**config.mk**
```make
export PLATFORM = sky130hd
export DESIGN_NAME = cache_ctrl
export DESIGN_NICKNAME = d
export VERILOG_FILES = /design/src/rtl/cache_pkg.sv /design/src/rtl/cache_line_store.sv /design/src/rtl/cache_ctrl.sv
export SDC_FILE = /design/constraint.sdc
export NUM_CORES = 1
export LEC_CHECK = 0
export CAP_MARGIN = 20
export CELL_PAD_IN_SITES_DETAIL_PLACEMENT = 0
export CELL_PAD_IN_SITES_GLOBAL_PLACEMENT = 1
export CORE_UTILIZATION = 48
export DETAILED_ROUTE_END_ITERATION = 6
export PLACE_DENSITY = 0.77
export SETUP_SLACK_MARGIN = 0.4
export SYNTH_ARGS = -nofsm -noshare
export SYNTH_HDL_FRONTEND = slang
export SYNTH_SLANG_ARGS = --single-unit
```
**constraint.sdc**
```tcl
create_clock -name clk -period 4.5 [get_ports clk]
set_clock_uncertainty 0.2 [all_clocks]
set_input_delay 0.9 -clock clk [delete_from_list [all_inputs] [get_ports clk]]
set_output_delay 0.9 -clock clk [all_outputs]
set_load 0.02 [all_outputs]
```
**src/rtl/cache_pkg.sv**
```systemverilog
// Shared types and constants for the direct-mapped write-back cache controller.
package cache_pkg;

  localparam int ADDR_W          = 10;
  localparam int BYTE_OFF_W      = 2;
  localparam int WORD_OFF_W      = 2;
  localparam int BLOCK_OFF_W     = BYTE_OFF_W + WORD_OFF_W;
  localparam int WORD_W          = 32;
  localparam int BLOCK_W         = 128;
  localparam int WORDS_PER_BLOCK = BLOCK_W / WORD_W;

  typedef enum logic [1:0] {
    IDLE,
    COMPARE,
    WRITEBACK,
    ALLOCATE
  } cache_state_t;

  // Word 0 lives in the most significant slice of the block, word 3 in the least.
  function automatic int word_lsb(input logic [WORD_OFF_W-1:0] offset);
    return (WORDS_PER_BLOCK - 1 - int'(offset)) * WORD_W;
  endfunction

endpackage

```
**src/rtl/cache_line_store.sv**
```systemverilog
// Per-line valid/dirty/tag/data storage with a combinational read port and a
// single synchronous write port (word store or full-block fill with tag).
module cache_line_store
  import cache_pkg::*;
#(
  parameter int NUM_LINES = 4,
  parameter int IDX_W     = $clog2(NUM_LINES),
  parameter int TAG_W     = ADDR_W - BLOCK_OFF_W - IDX_W
) (
  input  logic                  clk,
  input  logic                  rst_n,
  input  logic [IDX_W-1:0]      rd_idx,
  output logic                  rd_valid,
  output logic                  rd_dirty,
  output logic [TAG_W-1:0]      rd_tag,
  output logic [BLOCK_W-1:0]    rd_data,
  input  logic                  wr_en,
  input  logic                  wr_fill,
  input  logic [IDX_W-1:0]      wr_idx,
  input  logic [WORD_OFF_W-1:0] wr_offset,
  input  logic [WORD_W-1:0]     wr_word,
  input  logic [TAG_W-1:0]      wr_tag,
  input  logic [BLOCK_W-1:0]    wr_block
);

  logic [NUM_LINES-1:0] valid_q, valid_d;
  logic [NUM_LINES-1:0] dirty_q, dirty_d;
  logic [TAG_W-1:0]     tag_q  [NUM_LINES];
  logic [BLOCK_W-1:0]   data_q [NUM_LINES];

  assign rd_valid = valid_q[rd_idx];
  assign rd_dirty = dirty_q[rd_idx];
  assign rd_tag   = tag_q[rd_idx];
  assign rd_data  = data_q[rd_idx];

  // Next valid/dirty bits: a fill validates and cleans the line, a word store dirties it.
  always_comb begin
    // NOTE: every variable gets a default before any branch so no latch is inferred.
    valid_d = valid_q;
    dirty_d = dirty_q;
    if (wr_en) begin
      if (wr_fill) begin
        valid_d[wr_idx] = 1'b1;
        dirty_d[wr_idx] = 1'b0;
      end else begin
        dirty_d[wr_idx] = 1'b1;
      end
    end
  end

  // Valid/dirty state register; reset empties the cache.
  always_ff @(posedge clk or negedge rst_n) begin
    // NOTE: state is updated with non-blocking assignments so all flops sample together.
    if (!rst_n) begin
      valid_q <= '0;
      dirty_q <= '0;
    end else begin
      valid_q <= valid_d;
      dirty_q <= dirty_d;
    end
  end

  // Tag and data arrays; contents are meaningless while the line is invalid.
  // NOTE: storage arrays are deliberately not reset; the valid bits guard them.
  always_ff @(posedge clk) begin
    if (wr_en) begin
      if (wr_fill) begin
        tag_q[wr_idx]  <= wr_tag;
        data_q[wr_idx] <= wr_block;
      end else begin
        data_q[wr_idx][word_lsb(wr_offset) +: WORD_W] <= wr_word;
      end
    end
  end

endmodule

```
**src/rtl/cache_ctrl.sv**
```systemverilog
// Direct-mapped, write-back, write-allocate cache controller: CPU word port on one
// side, registered 128-bit block interface to main memory on the other.
module cache_ctrl
  import cache_pkg::*;
#(
  parameter int MEM_LATENCY = 4,
  parameter int NUM_LINES   = 4
) (
  input  logic                clk,
  input  logic                rst_n,
  input  logic                cpuReq,
  input  logic                cpuWrite,
  input  logic [ADDR_W-1:0]   cpuAddress,
  input  logic [WORD_W-1:0]   cpuWriteData,
  output logic [WORD_W-1:0]   cpuReadData,
  output logic                cpuReady,
  output logic                isMemRead,
  output logic                isLock,
  output logic [ADDR_W-1:0]   memAddress,
  output logic [BLOCK_W-1:0]  memWriteData,
  input  logic [BLOCK_W-1:0]  memReadData
);

  localparam int IDX_W = $clog2(NUM_LINES);
  localparam int TAG_W = ADDR_W - BLOCK_OFF_W - IDX_W;
  localparam int CNT_W = $clog2(MEM_LATENCY + 1);
  localparam logic [CNT_W-1:0] CNT_LOAD = CNT_W'(MEM_LATENCY);
  localparam logic [CNT_W-1:0] CNT_ONE  = CNT_W'(1);

  cache_state_t                 state_q, state_d;
  logic [ADDR_W-1:BYTE_OFF_W]   addr_q, addr_d;
  logic                         write_q, write_d;
  logic [WORD_W-1:0]            wdata_q, wdata_d;
  logic [CNT_W-1:0]             cnt_q, cnt_d;
  logic                         is_lock_q, is_lock_d;
  logic                         is_mem_read_q, is_mem_read_d;
  logic [ADDR_W-1:0]            mem_addr_q, mem_addr_d;
  logic [BLOCK_W-1:0]           mem_wdata_q, mem_wdata_d;
  logic                         cpu_ready_q, cpu_ready_d;
  logic [WORD_W-1:0]            cpu_rdata_q, cpu_rdata_d;

  logic                         byte_sel_unused;
  logic [TAG_W-1:0]             req_tag;
  logic [IDX_W-1:0]             req_idx;
  logic [WORD_OFF_W-1:0]        req_off;
  logic                         line_valid, line_dirty, hit, last_cycle;
  logic [TAG_W-1:0]             line_tag;
  logic [BLOCK_W-1:0]           line_data;
  logic                         ls_wr_en, ls_wr_fill;

  // Word accesses only: the byte lane bits carry no information.
  assign byte_sel_unused = ^cpuAddress[BYTE_OFF_W-1:0];

  assign req_tag    = addr_q[ADDR_W-1 -: TAG_W];
  assign req_idx    = addr_q[BLOCK_OFF_W +: IDX_W];
  assign req_off    = addr_q[BYTE_OFF_W +: WORD_OFF_W];
  assign hit        = line_valid && (line_tag == req_tag);
  assign last_cycle = (cnt_q == CNT_ONE);

  cache_line_store #(
    .NUM_LINES (NUM_LINES),
    .IDX_W     (IDX_W),
    .TAG_W     (TAG_W)
  ) u_store (
    .clk       (clk),
    .rst_n     (rst_n),
    .rd_idx    (req_idx),
    .rd_valid  (line_valid),
    .rd_dirty  (line_dirty),
    .rd_tag    (line_tag),
    .rd_data   (line_data),
    .wr_en     (ls_wr_en),
    .wr_fill   (ls_wr_fill),
    .wr_idx    (req_idx),
    .wr_offset (req_off),
    .wr_word   (wdata_q),
    .wr_tag    (req_tag),
    .wr_block  (memReadData)
  );

  // Next-state, request latching, memory-side register and line-store write decode.
  always_comb begin
    state_d       = state_q;
    addr_d        = addr_q;
    write_d       = write_q;
    wdata_d       = wdata_q;
    cnt_d         = cnt_q;
    is_lock_d     = is_lock_q;
    is_mem_read_d = is_mem_read_q;
    mem_addr_d    = mem_addr_q;
    mem_wdata_d   = mem_wdata_q;
    cpu_ready_d   = 1'b0;
    cpu_rdata_d   = cpu_rdata_q;
    ls_wr_en      = 1'b0;
    ls_wr_fill    = 1'b0;

    unique case (state_q)
      IDLE: begin
        // A request held across the ready pulse is not re-accepted in that cycle.
        if (cpuReq && !cpu_ready_q) begin
          addr_d  = cpuAddress[ADDR_W-1:BYTE_OFF_W];
          write_d = cpuWrite;
          wdata_d = cpuWriteData;
          state_d = COMPARE;
        end
      end

      COMPARE: begin
        if (hit) begin
          cpu_ready_d = 1'b1;
          state_d     = IDLE;
          if (write_q) begin
            ls_wr_en = 1'b1;
          end else begin
            cpu_rdata_d = line_data[word_lsb(req_off) +: WORD_W];
          end
        end else begin
          is_lock_d = 1'b0;
          cnt_d     = CNT_LOAD;
          if (line_valid && line_dirty) begin
            state_d       = WRITEBACK;
            is_mem_read_d = 1'b0;
            mem_addr_d    = {line_tag, req_idx, {BLOCK_OFF_W{1'b0}}};
            mem_wdata_d   = line_data;
          end else begin
            state_d       = ALLOCATE;
            is_mem_read_d = 1'b1;
            mem_addr_d    = {req_tag, req_idx, {BLOCK_OFF_W{1'b0}}};
          end
        end
      end

      WRITEBACK: begin
        if (last_cycle) begin
          // Direction and address flip on the same edge; isLock stays low.
          state_d       = ALLOCATE;
          cnt_d         = CNT_LOAD;
          is_mem_read_d = 1'b1;
          mem_addr_d    = {req_tag, req_idx, {BLOCK_OFF_W{1'b0}}};
        end else begin
          cnt_d = cnt_q - CNT_ONE;
        end
      end

      ALLOCATE: begin
        if (last_cycle) begin
          ls_wr_en   = 1'b1;
          ls_wr_fill = 1'b1;
          is_lock_d  = 1'b1;
          state_d    = COMPARE;
        end else begin
          cnt_d = cnt_q - CNT_ONE;
        end
      end

      default: state_d = IDLE;
    endcase
  end

  // Controller registers; reset idles the memory port immediately.
  always_ff @(posedge clk or negedge rst_n) begin
    if (!rst_n) begin
      state_q       <= IDLE;
      addr_q        <= '0;
      write_q       <= 1'b0;
      wdata_q       <= '0;
      cnt_q         <= '0;
      is_lock_q     <= 1'b1;
      is_mem_read_q <= 1'b1;
      mem_addr_q    <= '0;
      mem_wdata_q   <= '0;
      cpu_ready_q   <= 1'b0;
      cpu_rdata_q   <= '0;
    end else begin
      state_q       <= state_d;
      addr_q        <= addr_d;
      write_q       <= write_d;
      wdata_q       <= wdata_d;
      cnt_q         <= cnt_d;
      is_lock_q     <= is_lock_d;
      is_mem_read_q <= is_mem_read_d;
      mem_addr_q    <= mem_addr_d;
      mem_wdata_q   <= mem_wdata_d;
      cpu_ready_q   <= cpu_ready_d;
      cpu_rdata_q   <= cpu_rdata_d;
    end
  end

  assign cpuReadData  = cpu_rdata_q;
  assign cpuReady     = cpu_ready_q;
  assign isLock       = is_lock_q;
  assign isMemRead    = is_mem_read_q;
  assign memAddress   = mem_addr_q;
  assign memWriteData = mem_wdata_q;

endmodule

```
# == Word level (Yosys, flattened, before mapping) ==
# Memories as Yosys holds them, arrays and structs flattened.
# Cells that the tools add are included.
# classes
addsub,3
n_lt_le_gt_ge,2
n_eq_ne,10
shift,3
muxes,168
bitwise,134
n_reduce_logical,17
# ops
op,n
$mux W1,147
$mux W128,1
$or A1 B1 Y1,128
$shift A32 B33 Y128 const A,1
$shiftx A128 B32 Y32,1
$shiftx A32 B33 Y128,1
$neg A32 Y33,1
$mux W10,3
$pmux W10 S2,1
$reduce_and A3 Y1,6
$ne A2 B2 Y1 const B,5
$mux W3,3
$pmux W3 S3,1
$mux W2,4
$or A4 B4 Y4,2
$pmux W2 S4,1
$pmux W1 S2,3
$and A4 B4 Y4,1
$bmux W1 S2,2
$eq A2 B2 Y1 const B,2
$eq A4 B4 Y1,1
$logic_and A1 B1 Y1,4
$mux W4,1
$not A4 Y4,1
other kinds (13),16
# word_totals
ff_bits,227
mem_bits_rw,528
inputBits,174
out_inout_bits,173
wordCells,352
mem_count,2
# memory_table
name,words,word_bits,read_ports,rd_ports_with_merged_regs,write_ports,line_no,source
u_store.data_q,4,128,1,0,1,cache_line_store.sv:29,logic [BLOCK_W-1:0] data_q [NUM_LINES];
u_store.tag_q,4,4,1,0,1,cache_line_store.sv:28,logic [TAG_W-1:0] tag_q [NUM_LINES];

# == Depth between registers and ports, before layout ==
# Gate-level depths: netlist (run 1).
# logic_depth
ltp_word,8
mapped_depth,9

# == By module ==
# A second synthesis (run 1) with hierarchy kept.
# unflattened
hier_cells,1767
hier_area_um2,31619.1
# by_module_without_submodules
mod,instances,cells_per_inst,area_each_um2
cache_line_store,1,1207,22450.3
cache_ctrl,1,560,9168.8

# == Worst setup path after synthesis (run 1) ==
# Ideal clock, no wire load.
# synth_timing
path_type,reg2reg
start,register addr_q[4] (netlist bit)
end,memory u_store.data_q[0][100] (enable)
setup_time_ns,0.432
t_arrival_ns,3.512
required_ns,3.868
slack_ns,0.357
path_stages_with_launch,10
period_less_slack_ns,4.143
cell_sequence,dfrtp_1 -> buf_6 -> mux4_2 -> xnor2_1 -> and3_2 -> buf_6 -> nand4_1 -> buf_4 -> buf_6 -> a21oi_1
# synth_via
elab_chain_cells,8
# synth_lines
element,line_no,source
from (decl),cache_ctrl.sv:31,"logic [ADDR_W-1:BYTE_OFF_W] addr_q, addr_d;"
from (signal assigned),cache_ctrl.sv:176,addr_q <= addr_d;
$mem_v2 Z4 W4 / $bmux W1 S2 (equally long branches),-,
$eq A4 B4 Y1 / $mux W1 (equally long branches),"cache_ctrl.sv:57, cache_line_store.sv:31",
$logic_and A1 B1 Y1,cache_ctrl.sv:57,assign hit = line_valid && (line_tag == req_tag);
$mux W1,cache_ctrl.sv:109,if (hit) begin
$pmux W1 S2,cache_ctrl.sv:97,unique case (state_q)
$mux W1,cache_line_store.sv:66,if (wr_en) begin
$mux W1 (implied by the code) / $mux W128 (equally long branches),"cache_line_store.sv:69, cache_line_store.sv:71",
$or A1 B1 Y1 (no line),-,
to (decl),cache_line_store.sv:29,
# Parallel ways exist; a longest one is shown, timed or not. The select of a mux whose other input is x is not followed.

# == Final worst setup path (run 1) ==
# layout_timing
start,register addr_q[4] (netlist bit)
end,memory u_store.data_q[0][37] (enable)
# Same word-level chain as after synthesis.

==> metrics list, run 1 <==
* Count of placed standard cells in the final layout, fillers left out: about 3000
- The run finished with clean final reports.
- WP data arrival: 3.82 ns
- Depth of the worst register-to-register path: 6
- TritonCTS clock tree: yes
- Count of standard-cell rows: 93
* Y dimension of the die: 257 um
- Total wire length after detailed routing: 79100 um
- Measured against its own limit, the worst slew margin works out to roughly a third.
* Number of I/O pins: 347
* Largest stage delay on the critical path: approximately 0.82 ns
- Dividing the detail-routed via count by the number of cells gives between 5 and 6.
- Along the worst path, the maximum fanout reaches 19.
- After detailed placement, the design holds a cell count of 2887.
- H-tree levels: 3
* Antenna violations before repair: 0
- Highest clock frequency the design can meet: 269 MHz
- Synth-to-layout area growth: 22.8%
- Ys Warns: 0
- Before CTS, the worst setup slack after placement is ~0.76 ns.
* GRT Total Usage: 24.2%
- Static power due to leakage: ~0.015 uW
- Share of layout cells above drive strength 1: a little over a fifth
- The worst-case IR drop observed on VDD is between 0.3 and 0.4 mV.
- Slew of the pin with the lowest slew margin: 0.993 ns
- After technology mapping, the gate count stands at approximately 1700.
- Summed over its instances, the top area cell type makes up about 50% of the synthesized netlist area.
- Max-cap violations in this run came to 0.
* Initial cell density of the core: between 40% and 50%
- The synthesized design contains between 500 and 600 enable-type register cells.
* Clock transition at path regs: roughly 0.060 ns
* Mean instance size in the synthesized netlist: between 15 and 20 um2
- The filler cells instantiated in the layout total between 4000 and 5000.
* Hold-fix buffer count after cts: 0
- Per-cell routed wire length: ~26 um
* Global-route wire length before repair: ~120000 um
- For the worst setup path, the data required time is 4.60 ns.
- For the worst-skew pair, the clock arrives at the later sink with an insertion delay of roughly 0.62 ns.
* Post-route DRC: 0
- The count of nets left with antenna violations once routing finished came out at 0.
* Final-report hold violation count: 0
* Grt total ovfl: 0
- Synthesis inferred 751 register bits.
* Number of buffers created by CTS: 76
- Placeable core area: around 0.064 mm2
- Entering global routing, the biggest net connects 104 pins.
* Area of the die: approximately 0.066 mm2
* Via total after detailed routing: about 17000
- Number of failing setup endpoints in the final timing report: 0
- In this run the horizontal extent of the chip is roughly 260 um.
- Before antenna repair, the detailed router went through 5 iterations.
* Class of the tightest hold or removal check: primary input to async pin
- For this design the ratio of total power to cell area is 621 mW/mm2.
- Sorting the synthesized cells by how often they occur yields sky130_fd_sc_hd__edfxtp_1, sky130_fd_sc_hd__dfrtp_1, sky130_fd_sc_hd__mux4_2.
- Worst Setup End Kind: flop
- RSZ-0062 raised after global routing: no
- Fraction of registers with async set/reset: around 30%
- Dominant cell by count in the synthesized netlist: sky130_fd_sc_hd__edfxtp_1
- Class of the most critical setup path: flop to flop
- Post-synth cell types: 46
- The signal on the critical path passes through mux4_2, xnor2_2, and3_2, nand4_1, a21oi_4, buf_12.
- Top_reg_cell synth: sky130_fd_sc_hd__edfxtp_1
- After legalization and detailed placement, the total HPWL measured roughly 52000 um.
- Master cell of the clock root buffer: sky130_fd_sc_hd__clkbuf_16
- Violation count after the first detailed-route iteration: 1538
* Final critical delay including setup and external delays: approximately 3.7 ns
- STA classifies the critical path startpoint as a flop.
- The repair_antennas step left the layout with diodes totalling 0.
- CP max stage cell: sky130_fd_sc_hd__a21oi_4
- Maximum clock path buffer count: 3
- Clock sink count: 751
- Largest area contributor in the netlist: sky130_fd_sc_hd__edfxtp_1
- The design draws roughly 24000 uW.
- Number of nets in the final layout: approximately 2300
- Top post-synthesis cells by area: sky130_fd_sc_hd__edfxtp_1, sky130_fd_sc_hd__dfrtp_1, sky130_fd_sc_hd__mux4_2
- During placement, the flow inserted port buffers numbering 340.
- Setup fix buffers added after clock tree synthesis: 0
* Final slew viol count: 0
- The worst path meets setup with between 0.7 and 0.8 ns of slack.
- Of the synthesized area, sequential elements account for a little under 70%.
* Share of the clock period used by the worst path after layout: ~83%
- Number of cells upsized or downsized after cts: 0
- The via count of the first global-routing pass was roughly 18000.
- Routability-driven placement finished with a final weighted congestion of 0.784.
- Adding up every negative setup slack in the final design gives 0 ns.
- After synthesis the cells add up to 0.0312 mm2.
==> per-stage QoR <==
step                      hold WS [ns]  instance area [um2]  util (%)
final                            0.140                38400      59.6
after global routing             0.204                38400      59.6
after CTS                        0.190                38300      59.6
after detailed placement         0.255                35900      55.8
after global placement           0.248                35900      55.8
after floorplan                  0.234                31300         -
==> path summary, 6_finish.rpt <==
| check | startpoint | to | slack [ns] |
|---|---|---|---|
| max in group asynchronous | rst_n | wdata_q[29] | 2.90 |
| min in group clk | u_store.valid_q[1] | u_store.valid_q[1] | 0.27 |
| hold / removal | rst_n | memWriteData[79] | 0.14 |
| hold reg to reg | u_store.valid_q[1] | u_store.valid_q[1] | 0.27 |
| setup / recovery | addr_q[4] | u_store.data_q[0][37] | 0.78 |
| setup reg to reg | addr_q[4] | u_store.data_q[0][37] | 0.78 |
==> layout make-up <==
| type | instances | area [um2] | area share (%) |
|---|---|---|---|
| Clock buffer | 116 | 2210 | 5.75 |
| Clock inverter | 26 | 250 | 0.652 |
| Inverter | 140 | 526 | 1.37 |
| Multi-Input combinational cell | 745 | 8870 | 23.1 |
| Sequential cell | 751 | 21400 | 55.9 |
| Tap cell | 855 | 1070 | 2.79 |
| Timing Repair Buffer | 397 | 3990 | 10.4 |
==> flip-flops by register name, indices dropped and copies added (netlist names), named ones only <==
name	count
u_store.valid_q	4
cpuReady	1
write_q	1
addr_q	8
isLock	1
u_store.data_q	512
isMemRead	1
memAddress	6
u_store.tag_q	16
state_q	2
memWriteData	128
cpuReadData	32
cnt_q	3
wdata_q	32
==> cell families after synthesis <==
| kind of cell | synth area share, % |
|---|---|
| compound gates | 0.785 |
| simple gates | 2.45 |
| flops | 68.6 |
| other cells | 0.0120 |
| buf+inv | 3.74 |
| mux | 23.8 |
| xor+xnor | 0.160 |
| fa+ha+maj | 0.480 |
==> worst max-delay path: cells and delay by family (launching register included) <==
kind	cells	cell delay, ns
and+or+nand+nor	2	0.84
DFF	1	0.50
buffers and inverters	1	0.28
AOI/OAI and AO/OA	1	0.82
muxes	1	0.57
xor gates and xnor gates	1	0.16
==> per-layer routing <==
| layer | GRT usage (%) | up-vias | routed length [um] |
|---|---|---|---|
| met1 | 32.1 | 8912 | 31900 |
| met4 | 8.66 | 0 | 2480 |
| met2 | 40.5 | 637 | 39800 |
| met5 | 0 | - | 0 |
| met3 | 3.90 | 139 | 4920 |
| li1 | - | 7299 | - |
==> layout by cell type, fill, tap and decap left out, types with 2 or more instances in the layout <==
cell type / instances
sky130_fd_sc_hd__a21oi_1: 2
sky130_fd_sc_hd__a21oi_4: 16
sky130_fd_sc_hd__a311o_1: 2
sky130_fd_sc_hd__a41oi_1: 2
sky130_fd_sc_hd__buf_12: 11
sky130_fd_sc_hd__buf_4: 45
sky130_fd_sc_hd__bufinv_16: 4
sky130_fd_sc_hd__clkbuf_1: 28
sky130_fd_sc_hd__clkbuf_16: 79
sky130_fd_sc_hd__clkbuf_8: 9
sky130_fd_sc_hd__clkdlybuf4s50_1: 339
sky130_fd_sc_hd__clkinv_1: 10
sky130_fd_sc_hd__clkinv_2: 7
sky130_fd_sc_hd__clkinv_8: 2
sky130_fd_sc_hd__conb_1: 4
sky130_fd_sc_hd__dfrtp_1: 218
sky130_fd_sc_hd__dfrtp_4: 3
sky130_fd_sc_hd__dfstp_2: 2
sky130_fd_sc_hd__edfxtp_1: 528
sky130_fd_sc_hd__ha_1: 12
sky130_fd_sc_hd__inv_1: 139
sky130_fd_sc_hd__inv_6: 2
sky130_fd_sc_hd__mux2_1: 122
sky130_fd_sc_hd__mux2_2: 91
sky130_fd_sc_hd__mux2i_1: 129
sky130_fd_sc_hd__mux4_2: 166
sky130_fd_sc_hd__nand2_1: 131
sky130_fd_sc_hd__nand2b_1: 5
sky130_fd_sc_hd__nand3_1: 3
sky130_fd_sc_hd__nand4_1: 7
sky130_fd_sc_hd__nor2_1: 16
sky130_fd_sc_hd__nor3b_2: 3
sky130_fd_sc_hd__o21ai_0: 8
sky130_fd_sc_hd__or2_2: 5
sky130_fd_sc_hd__xnor2_2: 2
==> report_power, final <==
group          internal, uW  total, uW  switching, uW  leakage, uW
registers              8500       9460            960      0.00763
logic                  4000       8180           4180      0.00599
clock network          3620       6210           2580      0.00119
(Power assumes the default switching activity.)
==> run 2, diff against run 1 <==
==> constraint.sdc (replaced) <==
create_clock -name clk -period 3.6 [get_ports clk]
set_clock_uncertainty 0.2 [all_clocks]
set_input_delay 0.72 -clock clk [delete_from_list [all_inputs] [get_ports clk]]
set_output_delay 0.72 -clock clk [all_outputs]
set_load 0.02 [all_outputs]
==> run 2 against run 1 <==
Against the previous run:
- power grew 27%
- combinational power grew 27%
- die area is the same
- first-iteration DRC count shrank 16%
- largest cell class unchanged
==> metrics list, run 2 (same netlist as run 1, synthesis figures left out) <==
- The buffer cell driving the clock tree root is sky130_fd_sc_hd__clkbuf_16 (unchanged).
- The width of the die came to 257 um (unchanged).
- Largest register FFs: 512 (unchanged)
* Sum Neg Setup Slack: 0 ns (unchanged)
* H-tree levels: 3 (unchanged)
- Number of nets still failing antenna checks after routing: 0 (unchanged)
- The clock transition at the registers of the reported paths is 0.06 ns (about the same).
* Largest net degree at the start of global routing: 83 (was 104)
* Launch point of the worst reg-to-reg path: addr_q[4] (unchanged)
- Worst-skew pair later-pin latency: 0.62 ns (about the same)
- The power density relative to cell area came to 778 mW/mm2 (was 621 mW/mm2).
* Normalized max-slew margin: 43.7% (was 33.8%)
- The final-stage net count is 2321 (was 2297).
- Largest stage delay on the critical path: 0.56 ns (was 0.82 ns)
- Startpoint kind of the worst setup timing path: flop (unchanged)
- Number of failing setup endpoints in the final timing report: 0 (unchanged)
- Grt total ovfl: 0 (unchanged)
- Initial cell density of the core: 48.6% (unchanged)
* Antenna violations before repair: 5 (was 0)
- Port bufs: 340 (unchanged)
- Library cell appearing most often on the critical path: sky130_fd_sc_hd__buf_4
* Worst Setup End Kind: flop (unchanged)
- The final cell utilization of the core came to 60.4% (was 59.6%).
* Via total after detailed routing: 17200 (was 17000)
* RePlAce Congestion: 0.790 (was 0.784)
- Synth-to-layout area growth: 24.4% (was 22.8%)
- Global-route wire length before repair: 117000 um (was 116000 um)
* Critical Path, Cell by Cell: mux4_2, xnor2_1, and3_2, nand4_1, buf_4, a21oi_4, buf_4 (was mux4_2, xnor2_2, and3_2, nand4_1, a21oi_4, buf_12)
- The I/O pin count was 347 (unchanged).
- The number of clock buffers inserted by TritonCTS is 77 (was 76).
* HPWL after DPL: 53400 um (was 51900 um)
* Most frequent cells in the layout: sky130_fd_sc_hd__edfxtp_1, sky130_fd_sc_hd__clkdlybuf4s50_1, sky130_fd_sc_hd__dfrtp_1 (unchanged)
- Most common cell after layout, fill and taps aside: sky130_fd_sc_hd__edfxtp_1 (unchanged)
- The multi-input gate area in the final layout was 0.00891 mm2 (was 0.00887 mm2).
- Result of the run: finished, final reports clean (unchanged).
- Slew of the pin with the lowest slew margin: 0.845 ns (was 0.993 ns)
- Class of the tightest hold or removal check: flop to flop (was primary input to async pin)
- The number of core rows is 93 (unchanged).
- Final critical delay including setup and external delays: 3.10 ns (was 3.72 ns)
* Hold endpoint: isMemRead
- Sequential cell area in the final layout: 0.0214 mm2 (unchanged)
- The via count normalized by instance count came to 5.62 (was 5.61).
- Final-report hold violation count: 0 (unchanged)
- The via count of the first global-routing pass came to 18200 (was 18000).
- RSZ-0062 raised after global routing: yes (was no).
- The number of design rule violations left after detail routing came to 0 (unchanged).
- The global-route usage over all layers came to 24.5% (was 24.2%).
- The layout cell share with drive strength beyond 1 was 22.9% (was 21.0%).
- Violation count after the first detailed-route iteration: 1285 (was 1538)
- Share of the clock period used by the worst path after layout: 86.1% (was 82.7%)
* CP max stage cell: sky130_fd_sc_hd__mux4_2 (was sky130_fd_sc_hd__a21oi_4)
- The register-to-register setup slack was 0.50 ns (was 0.78 ns).
- The worst-path maximum fanout was 22 (was 19).
- Max Cap Viol: 0 (unchanged)
* Static power due to leakage: 0.0150 uW (was 0.0148 uW)
- Total wire length after detailed routing: 80000 um (was 79100 um)
- The worst flop-to-flop path endpoint is u_store.data_q[3][89] (was u_store.data_q[0][37]).
* WP data arrival: 3.15 ns (was 3.82 ns)
* Y dimension of the die: 257 um (unchanged)
* Placeable core area: 0.0643 mm2 (unchanged)
- The startpoint identified for the worst hold timing path is isMemRead.
- The worst hold path was traced through 2 stages.
- Peak VDD IR: 0.546 mV (was 0.399 mV)
* Final slew viol count: 0 (unchanged)
- The die footprint came to 0.0661 mm2 (unchanged).
- Clock sink count: 751 (unchanged)
- Required time reported for the critical path endpoint: 3.65 ns (was 4.60 ns)
- The maximum buffer depth of the clock tree is 3 (unchanged).
* Register with the highest flop count: u_store.data_q (unchanged)
* TritonCTS clock tree: yes (unchanged)
* Placed inst area: 0.0361 mm2 (was 0.0359 mm2)
* DRT Pass-1 Iters: 4 (was 5)
- The final design area excluding fillers was 0.0389 mm2 (was 0.0384 mm2).
* Filler cell count in the final layout: 4703 (was 4777)
- The post-detailed-route wirelength per cell was 26.2 um (was 26.1 um).
- The kind of critical path is flop to flop (unchanged).
- Depth of the worst register-to-register path: 7 (was 6)
- Highest clock frequency the design can meet: 323 MHz (was 269 MHz)
## run 2: worst max-delay path, delay by kind of cell (launching register included)
family | cells | cell delay [ns]
compound gates | 1 | 0.16
buf+inv | 2 | 0.62
simple gates | 2 | 0.39
xor+xnor | 1 | 0.20
flops | 1 | 0.55
mux | 1 | 0.56
## run 2: worst max path at each step
stage,start,endpoint,slack (ns),cells past startpoint
finish,addr_q[4],u_store.data_q[3][89],0.50,7
global route,addr_q[4],cpuReadData[14],0.39,4
CTS,addr_q[4],u_store.data_q[3][30],0.40,7
detailed placement,addr_q[4],memWriteData[80],0.35,5
global placement,addr_q[4],memWriteData[110],0.37,5
floorplan,addr_q[4],u_store.data_q[1][100],0.17,9
## run 2: layout make-up
| cell class | count | area share [%] |
|---|---|---|
| Multi-Input combinational cell | 745 | 22.9 |
| Timing Repair Buffer | 420 | 11.1 |
| Sequential cell | 751 | 55.2 |
| Inverter | 140 | 1.35 |
| Clock buffer | 112 | 5.77 |
| Antenna cell | 1 | 0.00644 |
| Tap cell | 855 | 2.75 |
| Clock inverter | 32 | 0.844 |
## run 2: stage by stage
step | setup slack [ns] | cells | total power, uW | hold slack [ns]
5_1_grt | 0.385 | 3056 | 31400 | 0.286
3_5_place_dp | 0.351 | 2906 | 22400 | 0.253
3_3_place_gp | 0.374 | 2906 | 22200 | 0.246
6_report | 0.502 | 3056 | 30200 | 0.268
4_1_cts | 0.400 | 3055 | 30400 | 0.269
2_1_floorplan | 0.169 | 1734 | 17900 | 0.224
## run 2: routing by layer
layer	GRT usage, %	wire length (um)	vias up
met5	0	12	-
met4	7.90	2070	2
met3	4.72	5480	118
met2	40.9	40200	634
met1	32.4	32300	9072
li1	-	-	7350
## run 2: report_power, final
| group | internal [uW] | leakage, uW | switching, uW | total [uW] |
|---|---|---|---|---|
| clock | 4770 | 0.00127 | 3250 | 8030 |
| sequential | 10600 | 0.00763 | 1160 | 11800 |
| combinational | 5070 | 0.00613 | 5340 | 10400 |
| total | 20500 | 0.0150 | 9750 | 30200 |
## run 2: timing repair
action                                 CTS  global route
gates resized for setup                  1            18
hold buffers                             1             0
setup buffers                            4             0
setup endpoints to repair              118           171
endpoints found under the hold margin   37             0
pin swaps                                2             0
==> run 3, diff against run 2 <==
--- a/config.mk
+++ b/config.mk
@@ -10,6 +10,7 @@
 export CELL_PAD_IN_SITES_GLOBAL_PLACEMENT = 1
 export CORE_UTILIZATION = 48
 export DETAILED_ROUTE_END_ITERATION = 6
+export GPL_TIMING_DRIVEN = 1
 export PLACE_DENSITY = 0.77
 export SETUP_SLACK_MARGIN = 0.4
 export SYNTH_ARGS = -nofsm -noshare
==> results of run 3 <==
No change in the layout: final DEF, timing and power equal those of run 2.
